`src/rtl/sdram_aref_if.sv`:
```
// Refresh-stage handshake and command bus between the auto-refresh block and its arbiter/PHY side.
interface sdram_aref_if;
  localparam int unsigned CMD_W  = 4;
  localparam int unsigned ADDR_W = 13;

  logic              flag_init_end;
  logic              aref_en;
  logic              aref_req;
  logic              flag_aref_end;
  logic [CMD_W-1:0]  aref_cmd;
  logic [ADDR_W-1:0] sdram_addr;
  logic              err_ref_late;

  // Refresh block side
  modport master (
    input  flag_init_end,
    input  aref_en,
    output aref_req,
    output flag_aref_end,
    output aref_cmd,
    output sdram_addr,
    output err_ref_late
  );

  // Init stage / arbiter / command-mux side
  modport slave (
    output flag_init_end,
    output aref_en,
    input  aref_req,
    input  flag_aref_end,
    input  aref_cmd,
    input  sdram_addr,
    input  err_ref_late
  );
endinterface

```
`src/rtl/sdram_aref.sv`:
```
// Periodic SDRAM auto-refresh: times the refresh interval after init, requests the
// arbiter, and on grant issues PREA then AREF, pulsing flag_aref_end on the last cycle.
module sdram_aref #(
  parameter int unsigned REF_INTERVAL = 390,
  parameter int unsigned TRP          = 2,
  parameter int unsigned TRFC         = 7
) (
  input  logic         sclk,
  input  logic         s_rst,
  sdram_aref_if.master bus
);

  localparam int unsigned CNT_W     = $clog2(REF_INTERVAL);
  localparam int unsigned STEP_LAST = TRP + TRFC;
  localparam int unsigned STEP_W    = $clog2(STEP_LAST + 1);

  localparam logic [3:0]  CMD_NOP   = 4'b0111;
  localparam logic [3:0]  CMD_PREA  = 4'b0010;
  localparam logic [3:0]  CMD_AREF  = 4'b0001;
  localparam logic [12:0] ADDR_PALL = 13'h0400;

  typedef enum logic [1:0] {
    S_IDLE,
    S_WAIT,
    S_REQ,
    S_EXEC
  } state_t;

  state_t            state_q, state_d;
  logic [CNT_W-1:0]  ref_cnt_q, ref_cnt_d;
  logic [STEP_W-1:0] step_q, step_d;
  logic              pending_q, pending_d;
  logic              err_q, err_d;
  logic              req_q, req_d;
  logic              end_q, end_d;
  logic [3:0]        cmd_q, cmd_d;
  logic              tick_c;

  // Interval tick: wrap of the free-running counter once init has completed
  assign tick_c = (state_q != S_IDLE) && (ref_cnt_q == CNT_W'(REF_INTERVAL - 1));

  // State register and registered outputs, synchronous reset
  always_ff @(posedge sclk) begin
    if (s_rst) begin
      state_q   <= S_IDLE;
      ref_cnt_q <= '0;
      step_q    <= '0;
      pending_q <= 1'b0;
      err_q     <= 1'b0;
      req_q     <= 1'b0;
      end_q     <= 1'b0;
      cmd_q     <= CMD_NOP;
    end else begin
      state_q   <= state_d;
      ref_cnt_q <= ref_cnt_d;
      step_q    <= step_d;
      pending_q <= pending_d;
      err_q     <= err_d;
      req_q     <= req_d;
      end_q     <= end_d;
      cmd_q     <= cmd_d;
    end
  end

  // Next-state, interval/step counters, pending/error tracking and next output values
  always_comb begin
    state_d   = state_q;
    ref_cnt_d = '0;
    step_d    = '0;
    pending_d = pending_q;
    err_d     = err_q;
    req_d     = 1'b0;
    end_d     = 1'b0;
    cmd_d     = CMD_NOP;

    if (state_q != S_IDLE) begin
      ref_cnt_d = tick_c ? '0 : ref_cnt_q + CNT_W'(1);
    end

    case (state_q)
      S_IDLE: if (bus.flag_init_end) state_d = S_WAIT;
      S_WAIT: if (pending_q) state_d = S_REQ;
      S_REQ: begin
        if (bus.aref_en) begin
          state_d   = S_EXEC;
          pending_d = 1'b0;
        end
      end
      S_EXEC: begin
        if (step_q == STEP_W'(STEP_LAST)) state_d = S_WAIT;
        else                              step_d  = step_q + STEP_W'(1);
      end
      default: state_d = S_IDLE;
    endcase

    // A tick overrides the clear on EXEC entry; a tick on an unserved request is late
    if (tick_c) begin
      pending_d = 1'b1;
      if (pending_q) err_d = 1'b1;
    end

    req_d = (state_d == S_REQ);
    if (state_d == S_EXEC) begin
      if (step_d == '0)                cmd_d = CMD_PREA;
      else if (step_d == STEP_W'(TRP)) cmd_d = CMD_AREF;
      end_d = (step_d == STEP_W'(STEP_LAST));
    end
  end

  assign bus.aref_req      = req_q;
  assign bus.flag_aref_end = end_q;
  assign bus.aref_cmd      = cmd_q;
  assign bus.sdram_addr    = ADDR_PALL;
  assign bus.err_ref_late  = err_q;

endmodule

```
`src/flat_wrapper.sv`:
```
// flat-port wrapper written by rule: the top's interface ports become plain ports
module sdram_aref_flat 
#(
  parameter int unsigned REF_INTERVAL = 390,
  parameter int unsigned TRP          = 2,
  parameter int unsigned TRFC         = 7
)
  (sclk, s_rst, bus_flag_init_end, bus_aref_en, bus_aref_req, bus_flag_aref_end, bus_aref_cmd, bus_sdram_addr, bus_err_ref_late);
  sdram_aref_if bus_i ();
  input  logic sclk;
  input  logic s_rst;
  input wire logic [$bits(bus_i.flag_init_end)-1:0] bus_flag_init_end;
  input wire logic [$bits(bus_i.aref_en)-1:0] bus_aref_en;
  output wire logic [$bits(bus_i.aref_req)-1:0] bus_aref_req;
  output wire logic [$bits(bus_i.flag_aref_end)-1:0] bus_flag_aref_end;
  output wire logic [$bits(bus_i.aref_cmd)-1:0] bus_aref_cmd;
  output wire logic [$bits(bus_i.sdram_addr)-1:0] bus_sdram_addr;
  output wire logic [$bits(bus_i.err_ref_late)-1:0] bus_err_ref_late;
  assign bus_i.flag_init_end = bus_flag_init_end;
  assign bus_i.aref_en = bus_aref_en;
  assign bus_aref_req = bus_i.aref_req;
  assign bus_flag_aref_end = bus_i.flag_aref_end;
  assign bus_aref_cmd = bus_i.aref_cmd;
  assign bus_sdram_addr = bus_i.sdram_addr;
  assign bus_err_ref_late = bus_i.err_ref_late;
  sdram_aref #(.REF_INTERVAL(REF_INTERVAL), .TRP(TRP), .TRFC(TRFC)) u_core (.sclk(sclk), .s_rst(s_rst), .bus(bus_i));
endmodule
```
`config.mk`:
```
export PLATFORM = sky130hd
export DESIGN_NAME = sdram_aref_flat
export DESIGN_NICKNAME = d
export VERILOG_FILES = /design/src/rtl/sdram_aref_if.sv /design/src/rtl/sdram_aref.sv /design/src/flat_wrapper.sv
export SDC_FILE = /design/constraint.sdc
export NUM_CORES = 1
export LEC_CHECK = 0
export BUFFER_PORTS_ARGS = -buffer_cell sky130_fd_sc_hd__buf_2
export CELL_PAD_IN_SITES_DETAIL_PLACEMENT = 1
export CELL_PAD_IN_SITES_GLOBAL_PLACEMENT = 1
export CORE_MARGIN = 1.5
export CORE_UTILIZATION = 30
export CTS_CLUSTER_DIAMETER = 30
export DETAILED_ROUTE_END_ITERATION = 10
export GPL_TIMING_DRIVEN = 0
export PLACE_DENSITY_LB_ADDON = 0.1
export SLEW_MARGIN = 20
export SYNTH_ARGS = -nofsm -noshare
export SYNTH_HDL_FRONTEND = slang
export SYNTH_SLANG_ARGS = --single-unit
```
`constraint.sdc`:
```
create_clock -name sclk -period 4.4 [get_ports sclk]
set_input_delay 0.22 -clock sclk [delete_from_list [all_inputs] [get_ports sclk]]
set_output_delay 0.22 -clock sclk [all_outputs]
set_load 0.02 [all_outputs]
```
==> out/metrics.csv <==
metric;value;unit
top area cells in the synthesized netlist;dfxtp_1 39%, buf_4 9.2%, ha_1 4.4%;
Worst Skew;1.75;ps
Resize count post-CTS;0;
Setup Fix Bufs, Post-CTS;0;
Final HPWL DP;1.73;mm
Synth async-reset ratio;0;%
routed wire length;2.26;mm
pin count of the biggest net entering global routing;13;
CP max FO;6;
Critical Path RT;4530;ps
CTS tree;done;
crit path buf inv count;0;
Max Cap Violations;0;
most area-hungry cell type in the Yosys netlist;dfxtp_1;
die height;64.6;µm
CTS Buf Count;3;
Filler cells;443;
area share of the largest cell type after synthesis;38.7;%
root buffer cell;clkbuf_8;
status;complete, no violations;
max incr delay on CP;370;ps
Power Dens Cells;285;nW/µm²
design area;1340;µm²
placed inst area;1280;µm²
final hold vios;0;
Core ar.;3660;µm²
Top delay family on crit path;compound AO/OA/AOI/OAI gates;
maximum VDD drop;0.115;mV
sequential-to-total area share from yosys stat;38.7;%
hold_ws;337;ps
#FFs+latches synth;22;
initial antenna violation count;0;
period utilization;34.9;%
Num Clock Sinks;22;
via/cell ratio;4.39;
number of global-route vias before repair;863;
RSZ-0062 raised after global routing;no;
hold buffers post-CTS;0;
clk_lat worst skew;260;ps
antenna diode count;0;
commonest non-fill, non-tap cell in the layout;dfxtp_1;
Syn Std Cell Area;1140;µm²
Placer Congestion;0.745;
Static Leak;0.543;nW
crit path time final;1540;ps
H-tree Lvls;1;
Ys Warns;0;
GR Util All Layers;12.4;%
startpoint types;flop;
first-pass GRT wire length;3.97;mm
share of cells above drive strength 1;30.8;%
Routed wire per std cell;11.8;µm
Setup crit end kind;flop;
Routed Antenna Nets;0;
area grow syn2layout;17.6;%
DRC;0;
TNS Setup;0;ps
CP max stage cell;dfxtp_1;
total power of the final layout;382;µW
clock transition at the registers of the reported paths;80;ps
Core Rows;22;
Max Slew Vio Count;0;
Synth cell types;41;
Setup-failing EPs final;0;
clk buf depth;2;
Post-synth EDFFs;0;
CP Cell Sequence;ha_1, a211o_1, a311oi_2, nand4bb_1;
DRT Pass-1 Iters;2;
most frequent cells in the layout;22 x dfxtp_1, 14 x buf_4, 14 x conb_1;
Data arrival, critical path;1670;ps
GR Overflow Total;0;
die area;4170;µm²
initial core utilization;31.1;%
Die W;64.6;µm
# nets final;152;
worst setup path category;reg -> reg;
First DRT Iteration DRCs;32;
via total after detailed routing;839;
fmax;0.651;GHz
PortBufs;8;
Mapped Cells;119;
HP Class;in -> reg;
num ports;24;
Post-Synthesis Mean Instance Area;9.56;µm²
ys flop type;dfxtp_1;
## worst min-delay path: stages
cell and delay, ps:
buf_2 120, nand3b_1 90, a32oi_1 50, nor2_1 80
## cells by family after synthesis
| group | share of synthesized area, % |
|---|---|
| compound gates | 13.5 |
| xor+xnor | 3.85 |
| fa+ha+maj | 4.40 |
| buf+inv | 14.3 |
| flops | 38.7 |
| mux | 1.76 |
| other cells | 0.660 |
| simple gates | 22.8 |
## layer usage
layer,track usage [%],share of wire [%],up-vias
li1,-,-,431
met1,14.5,46,395
met2,22.0,50,11
met3,2.78,3.4,2
met4,4.79,1.0,0
met5,0,0,-
## sequential cells by signal, indices dropped and copies added (netlist names)
signal,cells
u_core.bus.err_ref_late,1
u_core.ref_cnt_q,9
u_core.state_q,2
u_core.bus.aref_req,1
u_core.pending_q,1
u_core.bus.flag_aref_end,1
u_core.step_q,4
u_core.bus.aref_cmd,3
## area by class of cell
| class | count | area (µm²) | area share [%] |
|---|---|---|---|
| buffer | 18 | 148 | 11.0 |
| tap | 48 | 60.1 | 4.49 |
| sequential | 22 | 440 | 32.9 |
| multi-input combinational | 87 | 579 | 43.3 |
| inverter | 4 | 15.0 | 1.12 |
| timing repair buffer | 8 | 40.0 | 2.99 |
| clock buffer | 4 | 55.1 | 4.12 |
## where the power goes
group / switching (mW) / internal, mW / leakage [nW] / total [mW]
combinational: 0.0209 / 0.0147 / 0.337 / 0.0356
clock: 0.0647 / 0.0796 / 0.0288 / 0.144
sequential: 0.00149 / 0.200 / 0.178 / 0.202
## synth_stat cells, types with 2 or more instances
cell type  instances
a211o_1            2
a21oi_2            4
buf_4             14
clkbuf_8           2
conb_1             2
dfxtp_1           22
ha_1               4
inv_1              4
mux2i_1            2
nand2_1            6
nand2b_1           2
nand3_1            3
nand3b_1           2
nand4_1            2
nor2_1             5
nor2_2             4
nor3_1             5
o21ai_0            4
o21ai_1            2
or3_1              4
xnor2_1            3
xor2_1             2
## path summary, 6_finish.rpt
check,startpoint,endpoint,slack (ps),cells after the start
setup / recovery,u_core.step_q[0],u_core.bus.aref_cmd[1],2860,4
setup reg to reg,u_core.step_q[0],u_core.bus.aref_cmd[1],2860,4
hold reg to reg,u_core.ref_cnt_q[0],u_core.ref_cnt_q[0],500,1
hold / removal,bus_aref_en,u_core.pending_q,340,4
## stage by stage
stage	utilization (%)	instances	setup slack, ps
detailed placement	35.0	187	2850
global placement	35.0	187	2870
floorplan	-	131	3010
finish	36.5	191	2860
CTS	36.5	191	2840
global route	36.5	191	2780
(Power assumes the default switching activity.)
